File: src/rtl/serdes_rx_framer.sv
`default_nettype none
// ============================================================================
// Module   : serdes_rx_framer
// Purpose  : Serial receive framer: start-bit hunt, LSB-first byte capture,
//            parity/stop checks, held valid/read handshake with overrun flag.
// Revision : 1.0 - initial release
// ============================================================================
module serdes_rx_framer #(
   parameter int PARITY_EN  = 1,
   parameter int ODD_PARITY = 0
) (
   input  logic       clk,
   input  logic       rst,
   input  logic       ser_en,
   input  logic       ser_in,
   input  logic       rd_en,
   output logic [7:0] data_out,
   output logic       data_valid,
   output logic       parity_err,
   output logic       frame_err,
   output logic       overrun,
   output logic       busy
);

   typedef enum logic [1:0] {
      S_IDLE   = 2'd0,
      S_DATA   = 2'd1,
      S_PARITY = 2'd2,
      S_STOP   = 2'd3
   } state_t;

   localparam logic c_par_en  = (PARITY_EN != 0);
   localparam logic c_par_odd = (ODD_PARITY != 0);

   state_t     r_state;
   logic [2:0] r_bit_cnt;
   logic [7:0] r_shift;
   logic       r_par_bit;
   logic [7:0] r_data_out;
   logic       r_data_valid;
   logic       r_parity_err;
   logic       r_frame_err;
   logic       r_overrun;
   logic       r_busy;
   logic       w_par_err;

   // XOR of data and parity bit is 0 for a good even frame, 1 for a good odd frame
   assign w_par_err = c_par_en & ((^{r_shift, r_par_bit}) ^ c_par_odd);

   always_ff @(posedge clk or posedge rst) begin
      if (rst) begin
         r_state      <= S_IDLE;
         r_bit_cnt    <= 3'd0;
         r_shift      <= 8'h00;
         r_par_bit    <= 1'b0;
         r_data_out   <= 8'h00;
         r_data_valid <= 1'b0;
         r_parity_err <= 1'b0;
         r_frame_err  <= 1'b0;
         r_overrun    <= 1'b0;
         r_busy       <= 1'b0;
      end else begin
         r_frame_err <= 1'b0;
         // A completing byte below overrides this clear when both land on one edge
         if (r_data_valid && rd_en) begin
            r_data_valid <= 1'b0;
         end
         if (ser_en) begin
            case (r_state)
               S_IDLE: begin
                  if (!ser_in) begin
                     r_state   <= S_DATA;
                     r_bit_cnt <= 3'd0;
                     r_busy    <= 1'b1;
                  end
               end
               S_DATA: begin
                  r_shift[r_bit_cnt] <= ser_in;
                  r_bit_cnt          <= r_bit_cnt + 3'd1;
                  if (r_bit_cnt == 3'd7) begin
                     r_state <= c_par_en ? S_PARITY : S_STOP;
                  end
               end
               S_PARITY: begin
                  r_par_bit <= ser_in;
                  r_state   <= S_STOP;
               end
               S_STOP: begin
                  r_state <= S_IDLE;
                  r_busy  <= 1'b0;
                  if (!ser_in) begin
                     r_frame_err <= 1'b1;
                  end else if (!r_data_valid || rd_en) begin
                     r_data_out   <= r_shift;
                     r_data_valid <= 1'b1;
                     r_parity_err <= w_par_err;
                  end else begin
                     r_overrun <= 1'b1;
                  end
               end
               default: r_state <= S_IDLE;
            endcase
         end
      end
   end

   assign data_out   = r_data_out;
   assign data_valid = r_data_valid;
   assign parity_err = r_parity_err;
   assign frame_err  = r_frame_err;
   assign overrun    = r_overrun;
   assign busy       = r_busy;

endmodule
`default_nettype wire

File: config.mk
export PLATFORM = sky130hd
export DESIGN_NAME = serdes_rx_framer
export DESIGN_NICKNAME = d
export VERILOG_FILES = /design/src/rtl/serdes_rx_framer.sv
export SDC_FILE = /design/constraint.sdc
export NUM_CORES = 1
export LEC_CHECK = 0
export CAP_MARGIN = 20
export CORE_MARGIN = 5
export CORE_UTILIZATION = 25
export CTS_BUF_LIST = sky130_fd_sc_hd__clkbuf_4
export DETAILED_ROUTE_END_ITERATION = 8
export DONT_BUFFER_PORTS = 1
export PLACE_DENSITY = 0.45
export SYNTH_ARGS = -nofsm -noshare
export SYNTH_HDL_FRONTEND = slang
export SYNTH_SLANG_ARGS = --single-unit
File: constraint.sdc
create_clock -name clk -period 4.6 [get_ports clk]
set_input_delay 1.38 -clock clk [delete_from_list [all_inputs] [get_ports clk]]
set_output_delay 1.38 -clock clk [all_outputs]
set_load 0.02 [all_outputs]
==> metrics list, run 1 <==
- Outcome: finished, final reports clean
- Initial detailed-routing violation count: 38
- OpenSTA, run right after detailed placement, puts the worst setup slack at 1.79 ns.
* Setup repair after global routing missed its margin: false
* Minimum clock period after layout: 2.41 ns
* Wire per inst: 13.5 um
* Resized Gates After CTS: 0
- In this run the horizontal extent of the chip is 80.7 um.
* Half-perimeter wire length of the detailed placement result: 1680 um
- The path with the worst hold slack has its endpoint at r_par_bit.
- Hold-fix buffers at CTS: 0
- In this run the count of I/O pins placed on the die edge is 18.
- Number of synthesized flops with an enable pin: 0
- Yosys warnings: 0
- Count of max-cap constraint violations: 0
* Buffers and inverters on the worst path: 0
* Number of global-route vias before repair: 743
- The initial utilization of the core area, before any placement, comes to 26.1%.
- Flop and latch count out of synthesis: 27
- RePlAce Congestion: 0.697
- Library cells used by synthesis: 28
- The signal on the critical path passes through nand2b_1 > nor2b_1 > mux2_2.
- Along the worst hold path, the cell count comes to 2.
- Maximum number of pins on one net before global-route repair: 28
* Delay of the slowest critical-path stage: 0.73 ns
* Critical path required time: 4.83 ns
- Global routing finished with a remaining overflow of 0.
- Static timing analysis puts the maximum clock frequency at 414 MHz.
- The share of synthesized area in the top cell type comes to 54.0%.
- For this block, the routed nets add up to 2310 um of wire.
- Cells with a size suffix above 1 make up 18.3% of the layout.
- Final routed DRC violation total: 0
* Hold_ws: 0.539 ns
* Number of H-tree branching levels: 1
- At the end of the flow, the number of nets in the layout was 117.
* Die Footprint: 6520 um^2
- Vias per cell: 4.32
- The design draws 913 uW.
- Summing the sequential cell areas from Yosys gives 54.0% of the chip area.
- Count of endpoints failing hold in the final timing report: 0
* Static Leak: 0.631 nW
- The clock passes through at most 2 buffers.
* Port Buf Inserts: 0
* Cell at the root of the clock tree: sky130_fd_sc_hd__clkbuf_4
* Setup bufs post-CTS: 0
- Along the worst path, the maximum fanout reaches 9.
- Slowest CP cell: sky130_fd_sc_hd__nor2b_1
- After floorplanning, the core was divided into 25 placement rows.
* Library cell with the largest summed area after synthesis: sky130_fd_sc_hd__dfrtp_1
- Most common cell after layout, fill and taps aside: sky130_fd_sc_hd__dfrtp_1
- CTS Sinks: 27
- Layout area overhead: 10.4%
- Number of buffers created by CTS: 3
- Rel. slew slack: 39.7%
- For the pin with the worst max-slew slack, the measured transition is 0.902 ns.
* Maximum ir drop on the vdd rail: 0.000158 V
- Critical register-to-register path endpoint: data_out[7]
- Dividing the final minimum period by the clock period gives 52.5%.
* Cell family with most CP delay: simple AND/OR/NAND/NOR gates
* Arrival time of the worst setup path: 2.64 ns
- The startpoint identified for the worst register-to-register timing path is r_state[1].
- Count of nets left with antenna violations after detail routing: 0
- Number of search-and-repair iterations in the first detailed-routing pass: 4
* Number of antenna diodes: 0
- Once layout is complete, the utilization of the core stands at 28.9%.
- Post-route non-filler standard cell count: 171
* Commonest non-fill, non-tap cells in the layout: sky130_fd_sc_hd__dfrtp_1 (27), sky130_fd_sc_hd__mux2_2 (11), sky130_fd_sc_hd__o21ai_0 (9)
- For this run, the leading register cell type out of synthesis is sky130_fd_sc_hd__dfrtp_1.
- Gate count after technology mapping: 101
- CP Capture Type: flop
* Startpoint of the lowest-slack hold path: r_par_bit
* TritonCTS clock tree: built
- Global-route wire length before repair: 3720 um
* Worst path setup slack after routing: 2.19 ns
- Post-route design area: 1380 um^2
* Launching element type of the critical path: input pin
* Path type of the worst min-delay path: flop to flop
* Cells after DPL: 166
- Core footprint: 4790 um^2
* Main area contributors after synthesis: sky130_fd_sc_hd__dfrtp_1 (54%), sky130_fd_sc_hd__mux2_2 (9.9%), sky130_fd_sc_hd__ha_1 (7.0%)
- Final total negative setup slack: 0 ns
* Vias: 738
- Aggregate global-route resource usage: 7.49%
* Final setup violating endpoints: 0
- Mean instance size in the synthesized netlist: 12.4 um^2
- Total count of max-transition violations in the final report: 0
- Across all register-to-register paths, the minimum setup slack is 2.61 ns.
- Clock-pin transition on the worst setup and hold timing paths: 0.15 ns
- Final worst clock skew: 0.00669 ns
- FFs w/ async S/R, synth: 100%
- The critical path in this run is classified as input pin to flop.
* Number of fill cells in the layout: 503
- Placed cell area: 1330 um^2
* Insertion delay to the later sink of the worst-skew pair: 0.32 ns
* Initial antenna violation count: 0
* Die outline height: 80.7 um
- The cell area that synthesis handed to floorplanning was 1250 um^2.
- The number of cells on the worst reg-to-reg path is 4.
- The number of nets handed over by synthesis was 113.
* Power per unit of standard cell area: 661 nW/um^2
layout make-up:
type | count | area [um^2] | share of cell area [%]
Inverter | 6 | 22.5 | 1.63
Multi-Input combinational cell | 66 | 544 | 39.4
Tap cell | 67 | 83.8 | 6.07
Sequential cell | 27 | 676 | 48.9
Clock inverter | 1 | 5.00 | 0.362
Timing Repair Buffer | 1 | 27.5 | 1.99
Clock buffer | 3 | 22.5 | 1.63
where the power goes:
group | leakage, nW | switching, mW | internal (mW)
sequential | 0.345 | 0.143 | 0.335
combinational | 0.268 | 0.140 | 0.191
clock | 0.0177 | 0.0704 | 0.0326
total | 0.631 | 0.354 | 0.559
registers in the layout, indices dropped and copies added, names as in the netlist:
name,cells
overrun,1
r_shift,8
data_out,8
data_valid,1
frame_err,1
r_state,2
r_par_bit,1
parity_err,1
busy,1
r_bit_cnt,3
worst min-delay path: stages, from the launching register on:
cell and delay, ns:
sky130_fd_sc_hd__dfrtp_1 0.40, sky130_fd_sc_hd__nand2_1 0.05, sky130_fd_sc_hd__o21ai_0 0.06
synthesized netlist by cell type, types with 2 or more instances:
cell type                   n
sky130_fd_sc_hd__ha_1       7
sky130_fd_sc_hd__a21oi_1    2
sky130_fd_sc_hd__xnor2_1    5
sky130_fd_sc_hd__inv_1      5
sky130_fd_sc_hd__nand2b_1   3
sky130_fd_sc_hd__nor3_1     2
sky130_fd_sc_hd__a22o_1     2
sky130_fd_sc_hd__mux2_2    11
sky130_fd_sc_hd__o21ai_0    9
sky130_fd_sc_hd__o31ai_1    6
sky130_fd_sc_hd__dfrtp_1   27
sky130_fd_sc_hd__nand2_1    5
sky130_fd_sc_hd__nand3_1    2
cell families after synthesis:
kind of cell | after synthesis | synth area share, %
compound gates | 23 | 11.6
xor+xnor | 7 | 6.00
buf+inv | 8 | 2.50
mux | 13 | 12.0
flops | 27 | 54.0
simple gates | 16 | 6.90
fa+ha+maj | 7 | 7.00
worst max-delay path by stage:
stage / start / endpoint / slack [ns] / cells after the start
6_report: rd_en / data_out[7] / 2.19 / 3
5_1_grt: rd_en / data_out[7] / 2.17 / 3
4_1_cts: rd_en / data_out[4] / 2.17 / 3
3_5_place_dp: rd_en / data_out[4] / 1.79 / 3
3_3_place_gp: rd_en / data_out[5] / 1.82 / 3
2_1_floorplan: ser_en / r_shift[0] / 2.27 / 5
metal layers:
layer	part of all wire (%)	global-route usage, %
met2	47	11.1
met1	46	9.79
met3	6.0	3.55
met4	0.43	2.03
met5	0	0
Note: power is estimated with default switching activity, not from simulation.
==> inputs of run 2 (changes only) <==
==> constraint.sdc (replaced) <==
create_clock -name clk -period 2.4 [get_ports clk]
set_input_delay 0.72 -clock clk [delete_from_list [all_inputs] [get_ports clk]]
set_output_delay 0.72 -clock clk [all_outputs]
set_load 0.02 [all_outputs]
==> metrics list, run 2 (synthesis results as in run 1) <==
- Die Footprint: 6520 um^2 (unchanged)
- Routing usage on met3: 3.22% (-0.33 points)
- The max-cap check violation count came to 0 (unchanged).
- The worst supply voltage drop on vdd was 0.000399 V (+150%).
- CP max FO: 7 (-2)
* Ratio of final minimum period to clock period: 71.4%
- The logic depth of the worst register-to-register path came to 6 (+2).
- The detailed placer's ending HPWL came to 1710 um (+2.1%).
* IO Count: 18 (unchanged)
- The post-cts gate resize count is 0 (unchanged).
* Number of global-route vias before repair: 812 (+9.3%)
- Global-route wire length before repair: 3930 um (+5.6%)
* RePlAce Congestion: 0.772 (+11%)
- The initial antenna violation count was 0 (unchanged).
- Cell at the root of the clock tree: sky130_fd_sc_hd__clkbuf_4
- Layout area overhead: 9.60%
* Grt ovf: 0 (unchanged)
* Port Buf Inserts: 0 (unchanged)
- Rel. slew slack: 75.3% (+36 points)
- Subtracting the final worst setup slack from the clock period gives 1.71 ns.
- Path type of the worst min-delay path: input pin to asynchronous set/reset pin
* FMAX: 584 MHz
* Number of buffers created by CTS: 3 (unchanged)
- Initial core utilization: 26.1% (unchanged)
* Clock tree buffer depth: 2 (unchanged)
- The wire length after detailed routing came to 2290 um (-0.99%).
* CTS Sinks: 27 (unchanged)
* Hold-fix buffers at CTS: 0 (unchanged)
- Vias per cell: 4.37 (+1.2%)
* Clock-pin transition on the worst setup and hold timing paths: 0.16 ns (about the same)
- The data arrival time at the worst-slack endpoint is 1.93 ns (-0.71 ns).
* Launching element type of the critical path: flop
* Number of fill cells in the layout: 498 (-0.99%)
* Count of nets left with antenna violations after detail routing: 0 (unchanged)
* Setup bufs post-CTS: 0 (unchanged)
- The worst hold slack across all endpoints was 0.304 ns (-0.235 ns).
- Post-route non-filler standard cell count: 172 (+0.58%)
- The core box area came to 4790 um^2 (unchanged).
* Final routed DRC violation total: 0 (unchanged)
- The total setup violations reported at the end of the flow is 0 (unchanged).
- The placed instance count was 168 (+1.2%).
* Global-route track usage on met1: 9.88% (+0.089 points)
- The global-route usage over all layers was 7.89% (+0.40 points).
* Final worst clock skew: 0.0195 ns (+0.0128 ns)
* Part of the total power dissipated in sequential elements: 52.1% (-0.3 points)
- Type of the setup path with the least slack: flop to flop
* Clock Power Share: 11.6% (+0.3 points)
- Final total negative setup slack: 0 ns (unchanged)
* Number of antenna diodes: 0 (unchanged)
- The first-pass iteration count of the detailed router was 4 (unchanged).
- The pin count of the biggest net entering global routing is 28 (unchanged).
- The transition time at the pin with the least slew margin is 0.366 ns (-0.536 ns).
- The flow ran to the end, and the final reports show no timing, DRC or antenna violations.
- The number of core rows came to 25 (unchanged).
- The combinational share of power was 36.3% (about the same).
- The power density over the cells was 1280 nW/um^2 (+94%).
- The endpoint identified for the worst register-to-register timing path is r_shift[0].
- Wire per inst: 13.3 um (-1.6%)
- Number of H-tree branching levels: 1 (unchanged)
* Most common cell after layout, fill and taps aside: sky130_fd_sc_hd__dfrtp_1
- STA classifies the critical path endpoint as a flop.
* GR Util met2: 12.7% (+1.6 points)
- The critical path data required time is 2.62 ns (-2.21 ns).
- The switching power total is 686 uW (+94%).
* Total count of max-transition violations in the final report: 0 (unchanged)
* TritonCTS clock tree: built
- Insertion delay to the later sink of the worst-skew pair: 0.33 ns (about the same)
* Static Leak: 0.625 nW (-0.99%)
* Die outline height: 80.7 um (unchanged)
- In this run the critical register-to-register path is launched from r_state[1].
* Setup repair after global routing missed its margin: false
- Count of endpoints failing hold in the final timing report: 0 (unchanged)
- The setup slack on the worst flop-to-flop path came to 0.69 ns (-1.92 ns).
- Net Sw Frac: 39.0% (+0.23 points)
* Commonest non-fill, non-tap cells in the layout: sky130_fd_sc_hd__dfrtp_1 (27), sky130_fd_sc_hd__mux2_2 (11), sky130_fd_sc_hd__o21ai_0 (9)
- The ratio of cells with drive above 1 in the final layout came to 19.0% (+0.78 points).
- The power after layout is 1.76 mW (+93%).
- The floorplan die width came to 80.7 um (unchanged).
- Vias: 751 (+1.8%)
* Internal Pwr Total: 1.07 mW (+92%)
- Most Crowded Layer GR: met2
- The number of design-rule violations left by the first detailed-router iteration was 48 (+26%).
- Final Util: 28.7% (-0.21 points)
- Nets@finish: 118 (+0.85%)
run 2: how the worst max path moves through the flow:
stage	start	slack [ns]	endpoint	depth (start not counted)
finish	r_state[1]	0.69	r_shift[0]	6
global route	r_state[1]	0.56	r_shift[1]	5
CTS	r_state[1]	0.68	r_shift[0]	6
detailed placement	r_state[1]	0.70	r_shift[0]	6
global placement	ser_en	0.75	data_out[5]	4
floorplan	ser_en	0.73	r_shift[0]	5
run 2: critical path, cell delays in order, from the launching register on:
cell and delay (ns):
sky130_fd_sc_hd__dfrtp_1 0.43, sky130_fd_sc_hd__inv_1 0.12, sky130_fd_sc_hd__ha_1 0.22, sky130_fd_sc_hd__nand2_1 0.08, sky130_fd_sc_hd__or2_1 0.30, sky130_fd_sc_hd__nor3_2 0.14
sky130_fd_sc_hd__mux2_1 0.32
run 2: metal layers:
metal	up-vias	wire, um	share of wire, %
li1	364	-	-
met1	374	1030	45
met2	11	1130	49
met3	2	120	5.2
met4	0	16	0.70
met5	-	0	0
run 2: power groups by stage:
stage | Sequential [mW] | Combinational (mW) | Clock, mW
final | 0.917 | 0.638 | 0.204
after global routing | 0.950 | 0.729 | 0.237
after CTS | 0.924 | 0.655 | 0.217
after detailed placement | 0.936 | 0.649 | 0
after global placement | 0.934 | 0.633 | 0
after floorplan | 0.878 | 0.554 | 0
run 2: final cells by class:
type	count	area, um^2	share of cell area, %
inverter	6	22.5	1.64
clock inverter	1	7.51	0.547
tap	67	83.8	6.11
sequential	27	676	49.3
timing repair buffer	2	15.0	1.09
multi-input combinational	66	544	39.7
clock buffer	3	22.5	1.64
run 2: stage by stage:
step           worst slack, ns  cell area (um^2)
2_1_floorplan            0.730              1250
3_3_place_gp             0.749              1340
3_5_place_dp             0.700              1340
4_1_cts                  0.676              1370
5_1_grt                  0.559              1370
6_report                 0.687              1370
==> inputs of run 3 (changes only) <==
--- a/config.mk
+++ b/config.mk
@@ -11,7 +11,7 @@
 export CTS_BUF_LIST = sky130_fd_sc_hd__clkbuf_4
 export DETAILED_ROUTE_END_ITERATION = 8
 export DONT_BUFFER_PORTS = 1
-export PLACE_DENSITY = 0.45
+export PLACE_DENSITY = 0.47
 export SYNTH_ARGS = -nofsm -noshare
 export SYNTH_HDL_FRONTEND = slang
 export SYNTH_SLANG_ARGS = --single-unit
==> constraint.sdc (replaced) <==
create_clock -name clk -period 1.57 [get_ports clk]
set_input_delay 0.471 -clock clk [delete_from_list [all_inputs] [get_ports clk]]
set_output_delay 0.471 -clock clk [all_outputs]
set_load 0.02 [all_outputs]
==> metrics list, run 3 (synthesis results as in run 1) <==
- The placed instance count is 177 (+5.4%).
- Half-perimeter wire length of the detailed placement result: 1920 um (+12%)
- Final routed DRC violation total: 0 (unchanged)
* Count of max-cap constraint violations: 0 (unchanged)
- The post-route fraction of the period consumed by the critical path is 100% (+29 points).
- Nets@finish: 133 (+13%)
- The maximum count of clock buffers along a single path came to 2 (unchanged).
- Switching component of the power: 1.15 mW (+68%)
- Hold-fix buffers at CTS: 0 (unchanged)
* Slowest CP cell: sky130_fd_sc_hd__xnor3_1
- Clock-pin transition on the worst setup and hold timing paths: 0.15 ns (about the same)
- The critical path goes through xnor2_1 > xnor3_1 > xnor2_1 > mux2_4.
- Detailed-route wire length: 2560 um (+12%)
- The total congestion overflow was 0 (unchanged).
- Maximum ir drop on the vdd rail: 0.000658 V (+65%)
- Aggregate global-route resource usage: 8.53% (+0.64 points)
- The max-slew violation count is 0 (unchanged).
- The worst setup path is captured at a flop.
- The floorplan die height is 80.7 um (unchanged).
- Post-route non-filler standard cell count: 187 (+8.7%)
* Commonest non-fill, non-tap cells in the layout: sky130_fd_sc_hd__dfrtp_1 (27), sky130_fd_sc_hd__buf_4 (16), sky130_fd_sc_hd__mux2_2 (11)
- The post-detailed-route via-to-cell ratio is 4.32 (-1.2%).
- IO Count: 18 (unchanged)
- Crit-path most repeated cell: sky130_fd_sc_hd__xnor2_1
* Count of endpoints failing hold in the final timing report: 0 (unchanged)
* Core footprint: 4790 um^2 (unchanged)
* Net Sw Frac: 38.4% (-0.57 points)
- TritonCTS built the clock tree.
* FMAX: 634 MHz (+8.7%)
- The combinational share of power was 44.3% (+8.0 points).
* Type of the setup path with the least slack: flop to flop
- The number of vias in the routed layout is 807 (+7.5%).
- Port Buf Inserts: 0 (unchanged)
- CTS Sinks: 27 (unchanged)
- The first-pass iteration count of the detailed router was 4 (unchanged).
* CP max FO: 3 (-4)
- The latest clock arrival within the worst-skew pair is 0.33 ns (about the same).
* Launching element type of the critical path: flop
- Hold_ws: 0.0326 ns (-0.271 ns)
* Part of the total power dissipated in sequential elements: 45.5% (-6.6 points)
- The pin count of the biggest net entering global routing came to 17 (-39%).
- The critical path data required time was 1.81 ns (-0.81 ns).
- The power after layout was 2.99 mW (+70%).
- The library cell used most frequently in the layout, excluding fill and tap cells, is sky130_fd_sc_hd__dfrtp_1.
* Minimum setup slack among reg-to-reg paths: -0.006 ns (-0.69 ns)
- Rows: 25 (unchanged)
* Cell at the root of the clock tree: sky130_fd_sc_hd__clkbuf_4
- The number of H-tree levels came to 1 (unchanged).
- Internal Pwr Total: 1.84 mW (+72%)
- Worst setup path end: parity_err
- Length in cells of the worst reg-to-reg path: 4 (-2)
- Actual slew at the worst max-slew pin: 0.299 ns (-0.0678 ns)
- The ratio of cells with drive above 1 in the final layout is 37.5% (+18 points).
- Initial antenna violation count: 0 (unchanged)
* Startpoint of the most critical setup path: r_shift[3]
- Worst path setup slack after routing: -0.00612 ns (-0.693 ns)
- The number of global-route vias before repair came to 854 (+5.2%).
* Post-route design area: 1530 um^2 (+12%)
* FF-to-FF Start: r_shift[3]
* Number of buffers created by CTS: 3 (unchanged)
- Setup repair after global routing could not meet its margin everywhere.
* Static Leak: 0.715 nW (+15%)
- Power per unit of standard cell area: 1960 nW/um^2 (+52%)
* Arrival time of the worst setup path: 1.81 ns (-0.12 ns)
- Count of nets left with antenna violations after detail routing: 0 (unchanged)
* Clock Power Share: 10.2% (-1.4 points)
- The path class of the tightest hold or removal check is input pin to asynchronous set/reset pin.
- Rel. slew slack: 80.1% (+4.8 points)
- Layout area overhead: 22.3%
* Final worst clock skew: 0.00732 ns (-0.0122 ns)
* Critical register-to-register path endpoint: parity_err
- Die Footprint: 6520 um^2 (unchanged)
- The flow ran to the end, but the final reports show violations.
- The checks that failed: setup timing.
* Placed cell area: 1420 um^2 (+6.0%)
- Wire per inst: 13.7 um (+2.7%)
- Die Wd: 80.7 um (unchanged)
* Delay of the slowest critical-path stage: 0.46 ns (+0.03 ns)
- Initial core utilization: 26.1% (unchanged)
* Initial detailed-routing violation count: 30 (-38%)
- Global-route wire length before repair: 4210 um (+7.2%)
- Final total negative setup slack: -0.00612 ns (-0.00612 ns)
- The placer's final routability congestion estimate was 0.718 (-7.1%).
- Final setup violating endpoints: 1 (+1)
- Minimum clock period after layout: 1.58 ns (-0.137 ns)
* Number of antenna diodes: 0 (unchanged)
## run 3: cell count changes in the layout (fill, tap and decap cells not counted), moves of 2 or more
cell	previous run	this run
sky130_fd_sc_hd__buf_4	2	16
sky130_fd_sc_hd__o21ai_0	9	5
sky130_fd_sc_hd__o21ai_1	0	3
sky130_fd_sc_hd__ha_1	7	5
## run 3: final cells by class
cell class | count | area, um^2
fillers | 486 | 3260
flip-flops and latches | 27 | 676
multi-input cells | 66 | 589
repair buffers | 17 | 131
well taps | 67 | 83.8
clock buffers | 3 | 22.5
inverters | 6 | 22.5
clock inverters | 1 | 5.00
## run 3: repair_timing
item,CTS,global route
buffers inserted,1,4
gates resized for setup,1,14
cloned,0,1
hold endpoints to repair,0,0
endpoints found under the setup margin,2,18
pin swaps,0,3
## run 3: metal layers
| metal | vias up | GRT usage (%) | wire (um) |
|---|---|---|---|
| li1 | 393 | - | - |
| met1 | 398 | 10.1 | 1070 |
| met2 | 14 | 13.6 | 1300 |
| met3 | 2 | 4.32 | 169 |
| met4 | 0 | 2.53 | 10 |
| met5 | - | 0 | 0 |
## run 3: worst min path at each step
stage	depth (start not counted)	end	slack [ns]
after floorplan	2	r_par_bit	0.47
after global placement	2	r_par_bit	0.39
after detailed placement	2	r_par_bit	0.40
after CTS	2	data_out[0]	0.02
after global routing	2	r_par_bit	0.02
final	2	r_par_bit	0.03
## run 3: stage by stage
stage	setup slack [ns]	utilization (%)
2_1_floorplan	0.0165	-
3_3_place_gp	0.000616	29.7
3_5_place_dp	-0.0301	29.7
4_1_cts	0.00236	30.4
5_1_grt	-0.0354	32.0
6_report	-0.00612	32.0
## run 3: power by group through the flow
stage                     combinational [mW]  sequential (mW)  clock [mW]
after floorplan                        0.874             1.35           0
after global placement                  1.12             1.39           0
after detailed placement                1.18             1.40           0
after CTS                               1.22             1.38       0.322
after global routing                    1.47             1.41       0.354
final                                   1.33             1.36       0.304
## run 3: worst max-delay path, delay by kind of cell (launching register included)
kind,cells,cell delay (ns)
flip-flops,1,0.44
multiplexers,1,0.25
XOR/XNOR,3,0.79
